`config.mk`:
```
export PLATFORM = sky130hd
export DESIGN_NAME = window_accumulator
export DESIGN_NICKNAME = d
export VERILOG_FILES = /design/src/rtl/window_accumulator.sv
export SDC_FILE = /design/constraint.sdc
export NUM_CORES = 1
export LEC_CHECK = 0
export ABC_AREA = 1
export ABC_CLOCK_PERIOD_IN_PS = 2210
export CAP_MARGIN = 20
export CORE_ASPECT_RATIO = 1.4
export CORE_MARGIN = 3
export CORE_UTILIZATION = 25
export CTS_BUF_LIST = sky130_fd_sc_hd__clkbuf_4
export DETAILED_ROUTE_END_ITERATION = 8
export PLACE_DENSITY = 0.39
export SYNTH_ARGS = -nofsm -noshare
export SYNTH_HDL_FRONTEND = slang
export SYNTH_SLANG_ARGS = --single-unit
```
`constraint.sdc`:
```
create_clock -name clk_i -period 2.21 [get_ports clk_i]
set_clock_uncertainty 0.1 [all_clocks]
set_input_delay 0.221 -clock clk_i [delete_from_list [all_inputs] [get_ports clk_i]]
set_output_delay 0.221 -clock clk_i [all_outputs]
set_load 0.02 [all_outputs]
```
`src/rtl/window_accumulator.sv`:
```
// window_accumulator: collects WIN unsigned samples from the adder result
// stream and presents the saturated total, maximum and minimum of each window
// on a registered valid/ready output port.
module window_accumulator #(
    parameter int DATA_W = 8,
    parameter int WIN    = 8,
    parameter int SUM_W  = 16
) (
    input  logic              clk_i,
    input  logic              reset_ni,
    input  logic              in_valid_i,
    input  logic [DATA_W-1:0] in_data_i,
    output logic              in_ready_o,
    input  logic              flush_i,
    output logic              out_valid_o,
    input  logic              out_ready_i,
    output logic [SUM_W-1:0]  out_sum_o,
    output logic [DATA_W-1:0] out_max_o,
    output logic [DATA_W-1:0] out_min_o,
    output logic              out_ovf_o
);

    localparam int CNT_W = (WIN > 2) ? $clog2(WIN) : 1;

    localparam logic [0:0] ST_ACC  = 1'b0;
    localparam logic [0:0] ST_HOLD = 1'b1;

    logic [0:0]        state_q, state_d;
    logic [CNT_W-1:0]  count_q, count_d;
    logic [SUM_W-1:0]  acc_q, acc_d;
    logic              ovf_q, ovf_d;
    logic [DATA_W-1:0] run_max_q, run_max_d;
    logic [DATA_W-1:0] run_min_q, run_min_d;

    logic              out_valid_q, out_valid_d;
    logic [SUM_W-1:0]  out_sum_q, out_sum_d;
    logic [DATA_W-1:0] out_max_q, out_max_d;
    logic [DATA_W-1:0] out_min_q, out_min_d;
    logic              out_ovf_q, out_ovf_d;

    logic              accept;
    logic              first;
    logic              last;
    logic [SUM_W:0]    sum_ext;
    logic [SUM_W-1:0]  sum_sat;
    logic              add_ovf;
    logic [DATA_W-1:0] new_max;
    logic [DATA_W-1:0] new_min;

    // Sample datapath: saturating add plus running extremes including the
    // incoming sample. In HOLD count and acc are already zero, so the same
    // path starts the next window when the result handshake overlaps a sample.
    always_comb begin
        in_ready_o = (state_q == ST_ACC) ? !flush_i : (out_ready_i && !flush_i);
        accept     = in_valid_i && in_ready_o;
        first      = (count_q == '0);
        last       = (count_q == CNT_W'(WIN - 1));
        sum_ext    = {1'b0, acc_q} + {{(SUM_W + 1 - DATA_W){1'b0}}, in_data_i};
        add_ovf    = sum_ext[SUM_W];
        sum_sat    = add_ovf ? {SUM_W{1'b1}} : sum_ext[SUM_W-1:0];
        new_max    = (first || in_data_i > run_max_q) ? in_data_i : run_max_q;
        new_min    = (first || in_data_i < run_min_q) ? in_data_i : run_min_q;
    end

    // Next-state logic for the window registers, FSM and output port.
    always_comb begin
        state_d     = state_q;
        count_d     = count_q;
        acc_d       = acc_q;
        ovf_d       = ovf_q;
        run_max_d   = run_max_q;
        run_min_d   = run_min_q;
        out_valid_d = out_valid_q;
        out_sum_d   = out_sum_q;
        out_max_d   = out_max_q;
        out_min_d   = out_min_q;
        out_ovf_d   = out_ovf_q;

        // Result handshake; flush never blocks it.
        if (state_q == ST_HOLD && out_ready_i) begin
            state_d     = ST_ACC;
            out_valid_d = 1'b0;
        end

        // Flush only discards a partial window; in HOLD nothing is partial.
        if (state_q == ST_ACC && flush_i) begin
            count_d   = '0;
            acc_d     = '0;
            ovf_d     = 1'b0;
            run_max_d = '0;
            run_min_d = '0;
        end

        if (accept) begin
            if (last) begin
                out_valid_d = 1'b1;
                out_sum_d   = sum_sat;
                out_max_d   = new_max;
                out_min_d   = new_min;
                out_ovf_d   = ovf_q || add_ovf;
                count_d     = '0;
                acc_d       = '0;
                ovf_d       = 1'b0;
                state_d     = ST_HOLD;
            end else begin
                acc_d     = sum_sat;
                ovf_d     = ovf_q || add_ovf;
                run_max_d = new_max;
                run_min_d = new_min;
                count_d   = count_q + CNT_W'(1);
            end
        end
    end

    // State and output registers; reset discards any window in progress.
    always_ff @(posedge clk_i or negedge reset_ni) begin
        if (!reset_ni) begin
            state_q     <= ST_ACC;
            count_q     <= '0;
            acc_q       <= '0;
            ovf_q       <= 1'b0;
            run_max_q   <= '0;
            run_min_q   <= '0;
            out_valid_q <= 1'b0;
            out_sum_q   <= '0;
            out_max_q   <= '0;
            out_min_q   <= '0;
            out_ovf_q   <= 1'b0;
        end else begin
            state_q     <= state_d;
            count_q     <= count_d;
            acc_q       <= acc_d;
            ovf_q       <= ovf_d;
            run_max_q   <= run_max_d;
            run_min_q   <= run_min_d;
            out_valid_q <= out_valid_d;
            out_sum_q   <= out_sum_d;
            out_max_q   <= out_max_d;
            out_min_q   <= out_min_d;
            out_ovf_q   <= out_ovf_d;
        end
    end

    assign out_valid_o = out_valid_q;
    assign out_sum_o   = out_sum_q;
    assign out_max_o   = out_max_q;
    assign out_min_o   = out_min_q;
    assign out_ovf_o   = out_ovf_q;

endmodule

```
# --- Word level (Yosys, flattened, before mapping) ---
# Index checks and enable logic that the tools add are counted.
# Widths: inputs -> output; s select.
totals:
  regBits: 71
  inputBits: 13
  out_inout_bits: 35
classes:
  addsub: 2
  magnitude_cmp: 2
  n_eq_ne: 1
  muxes: 25
  bitwise: 1
  reduce_logical: 11
ops:
  columns: ["op", "count"]
  rows:
  - ["$mux 16", 4]
  - ["$mux 8", 8]
  - ["$add 16x8->17", 1]
  - ["$mux 1", 10]
  - ["$mux 3", 3]
  - ["$gt 8x8->1", 1]
  - ["$lt 8x8->1", 1]
  - ["$logic_and 1x1->1", 4]
  - ["$add 3x1->3 const B", 1]
  - ["$eq 3x3->1 const B", 1]
  - ["$logic_not 3->1", 1]
  - ["$logic_or 1x1->1", 3]
  - ["$reduce_and 2->1", 1]
  - ["$reduce_bool 2->1", 1]
  - ["$logic_not 1->1", 1]
  - ["$not 1->1", 1]

# --- Depth between registers and ports, before layout ---
depth:
  ltp_word: 5
  ltp_mapped: 14
  mapped_depth_nobuf: 14

# --- Worst setup path after synthesis ---
# OpenSTA, ideal clock, no wires.
synth_timing:
  path_type: "reg2reg"
  startpoint: "register acc_q[0]"
  endpoint: "register out_sum_q[10] (netlist: out_sum_o[10])"
  setup_ns: 0.117
  t_arrival_ns: 1.751
  required_time_ns: 1.993
  path_slack_ns: 0.242
  path_stages_with_launch: 13
  cell_sequence: "dfrtp_1 -> ha_1 -> fa_1 -> nand2_1 -> nand2_1 -> and2_4 -> nand2_2 -> nand2_2 -> nand2_4 -> buf_8 -> nand3_2 -> nand2_1 -> nand2_1"
synth_between:
  elab_chain_cells: 2
synth_rtl:
  columns: ["item", "line_no", "source"]
  rows:
  - ["from (decl)", "30", "logic [SUM_W-1:0] acc_q, acc_d;"]
  - ["from (signal assigned)", "120", "acc_q <= '0;"]
  - ["from (signal assigned)", "132", "acc_q <= acc_d;"]
  - ["$add 16x8->17", "58", "sum_ext = {1'b0, acc_q} + {{(SUM_W + 1 - DATA_W){1'b0}}, in_data_i};"]
  - ["$mux 16", "60", "sum_sat = add_ovf ? {SUM_W{1'b1}} : sum_ext[SUM_W-1:0];"]
  - ["to (signal assigned)", "137", "out_sum_q <= out_sum_d;"]
  - ["to (decl)", "36", "logic [SUM_W-1:0] out_sum_q, out_sum_d;"]
# No other way between the ends.
# A chain may end at the register's enable or synchronous reset.

# --- Final worst setup path ---
layout_timing:
  startpoint: "register acc_q[0]"
  endpoint: "register acc_q[12]"
layout_between:
  elab_chain_cells: 4
layout_rtl:
  columns: ["item", "line_no", "source"]
  rows:
  - ["$add 16x8->17", "58", null]
  - ["$mux 16", "60", null]
  - ["$mux 16", "95", "if (last) begin"]
  - ["$mux 16", "94", "if (accept) begin"]
# No other way between the ends.

==> flow_metrics.env <==
export IMPL_hold_ws_ns=0.195
export IMPL_dpl_cell_count=851
export IMPL_maxSlewHeadroom=0.574
export IMPL_worst_pin_slew_ns=0.639
export IMPL_ys_async_sr_fraction=1.00
export IMPL_fmax_mhz=481
export IMPL_rr_worst_depth=12
export IMPL_cp_end_kind="flop"
export IMPL_drive_gt1_frac=0.137
export IMPL_ios=48
export IMPL_hp_class="in2async"
export IMPL_clk_path_buf_depth=2
export IMPL_finalNonFillerCells=870
export IMPL_ys_seq_area_frac=0.421
export IMPL_finalPower_mw=3.39
export IMPL_gr_total_overflow=0
export IMPL_final_cell_mix="nand2_1, nand3_1, dfrtp_1, inv_1, clkdlybuf4s50_1"
export IMPL_wl_per_cell_um=14.4
export IMPL_status="finished, final reports clean"
export IMPL_layout_commonest_cell="nand2_1"
export IMPL_die_area_um2=18500
export IMPL_multi_input_area_um2=2120
export IMPL_critical_path_class="reg2reg"
export IMPL_synth_seq_cells=71
export IMPL_pre_cts_ws_ns=-0.275
export IMPL_synth_cells=573
export IMPL_antenna_found_initial=1
export IMPL_core_um2=16400
export IMPL_track_usage=0.144
export IMPL_gp_congestion=0.798
export IMPL_min_period_ns=2.08
export IMPL_slew_viol_final=0
export IMPL_cts_max_level=3
export IMPL_firstDrtPassIters=4
export IMPL_start_util=0.257
export IMPL_ir_worst_vdd_mv=0.240
export IMPL_final_setup_tns_ns=0
export IMPL_netlist_area_um2=4220
export IMPL_vias_per_cell=4.48
export IMPL_grt_pass1_wl_mm=20.6
export IMPL_wl_mm=12.5
export IMPL_hpwl_mm=9.38
export IMPL_cts_clk_slew_worst_paths_ns=0.13
export IMPL_ant_nets=0
export IMPL_avgSynthCellArea_um2=7.36
export IMPL_vias=3899
export IMPL_syn_num_nets=613
export IMPL_crit_path_max_fanout=5
export IMPL_setup_slack_ns=0.131
export IMPL_crit_arrival_ns=2.32
export IMPL_final_util=0.330
export IMPL_timing_final_hold_violations=0
export IMPL_post_dp_cell_area_um2=5250
export IMPL_synth_ff_type="dfrtp_1"
export IMPL_grt_max_degree=72
export IMPL_leakagePower_nw=3.00
export IMPL_synth_warnings=0
export IMPL_die_height_um=160
export IMPL_nFillCells=1764
export IMPL_dr_first_iter_drc_count=173
export IMPL_dieWidth_um=116
export IMPL_cts_buffers_inserted=9
export IMPL_regArea_um2=1780
export IMPL_clkLatencyLatePin_ns=0.45
export IMPL_cts_num_sinks=71
export IMPL_port_buffer_count=47
export IMPL_grt_pass1_vias=4082
export IMPL_finalInstanceArea_um2=5410
export IMPL_drv_cap=0
export IMPL_drc=0
export IMPL_crit_required_ns=2.46
export IMPL_p_per_area_nw_per_um2=627
export IMPL_period_share=0.941
export IMPL_setup_viol=0
export IMPL_synth_enable_flop_cells=0
export IMPL_rows=55
export IMPL_startpoint_type="flop"
export IMPL_nets=705
export IMPL_synth_distinct_cells=30
export IMPL_cts_tree="done"
export IMPL_syn2layout_area_growth_pct=28.3
export IMPL_clockRootBuffer="clkbuf_4"
export IMPL_rrSetupSlack_ns=0.13
==> sequential cells by signal, summed over array words and instances (netlist names) <==
register	flops
out_ovf_o	1
run_max_q	8
out_sum_o	16
out_valid_o	1
ovf_q	1
out_max_o	8
out_min_o	8
run_min_q	8
count_q	3
acc_q	16
state_q	1
==> metal layers <==
metal / track usage / vias up / wire length (um)
met4: 0.0570 / 0 / 284
li1: - / 1993 / -
met2: 0.262 / 57 / 6740
met5: 0 / - / 0
met1: 0.164 / 1832 / 5170
met3: 0.0258 / 17 / 329
==> synth_stat cells, types with 2 or more instances <==
| cell type | number | area, um^2 |
|---|---|---|
| nand3_1 | 87 | 435 |
| nor3_1 | 2 | 10.0 |
| nand3_2 | 8 | 80.1 |
| clkbuf_1 | 4 | 15.0 |
| nand3b_1 | 3 | 22.5 |
| o21ai_0 | 8 | 40.0 |
| nand2_2 | 5 | 31.3 |
| inv_1 | 62 | 233 |
| nand4_1 | 2 | 12.5 |
| nor2_4 | 2 | 22.5 |
| nor2_1 | 17 | 63.8 |
| buf_2 | 8 | 40.0 |
| or2_2 | 2 | 12.5 |
| ha_1 | 26 | 325 |
| a21o_1 | 2 | 15.0 |
| nand2_1 | 243 | 912 |
| inv_2 | 3 | 11.3 |
| dfrtp_1 | 71 | 1780 |
| a21oi_1 | 7 | 35.0 |
==> layout make-up <==
class,count,share of cell area
multi-input combinational,423,0.393
sequential,71,0.329
timing repair buffer,95,0.162
tap,199,0.0461
inverter,65,0.0451
clock buffer,9,0.0125
clock inverter,7,0.0118
antenna,1,0.000463
==> power breakdown <==
| part | leakage, nW | switching (mW) | internal (mW) |
|---|---|---|---|
| logic | 1.95 | 0.608 | 0.459 |
| clock network | 0.0792 | 0.514 | 0.337 |
| registers | 0.963 | 0.0671 | 1.40 |
| total | 3.00 | 1.19 | 2.20 |
==> path summary, 6_finish.rpt <==
kind                                 to          from
min in group clk_i          out_valid_o   out_ready_i
hold / removal                acc_q[15]      reset_ni
setup / recovery              acc_q[12]      acc_q[0]
max in group asynchronous      acc_q[1]      reset_ni
setup reg to reg              acc_q[12]      acc_q[0]
hold reg to reg            out_max_o[4]  out_max_o[4]
==> worst max-delay path: stages, from the launching register on <==
cell,delay (ns)
dfrtp_1,0.40
ha_1,0.21
fa_2,0.35
nand2_2,0.08
nand2_1,0.08
and2_4,0.15
nand2_2,0.07
nand2_2,0.07
nand2_4,0.09
buf_4,0.14
nand3_1,0.10
nand2_1,0.08
nand2_1,0.05
==> kinds of logic (layout without fill, tap and decap cells) <==
kind of cell,Yosys count,after routing,synth area share
other,0,1,0
adders and majority gates,27,27,0.0819
and+or+nand+nor,375,375,0.390
DFF,71,71,0.421
xor gates and xnor gates,1,1,0.00208
buffers and inverters,79,176,0.0763
AOI/OAI and AO/OA,20,20,0.0279
==> what timing repair did <==
action,4_1_cts,5_1_grt
endpoints found under the setup margin,0,31
endpoints found under the hold margin,71,0
hold buffers,1,0
setup buffers,0,1
gates resized for setup,0,3
Note: power is estimated with default switching activity, not from simulation.
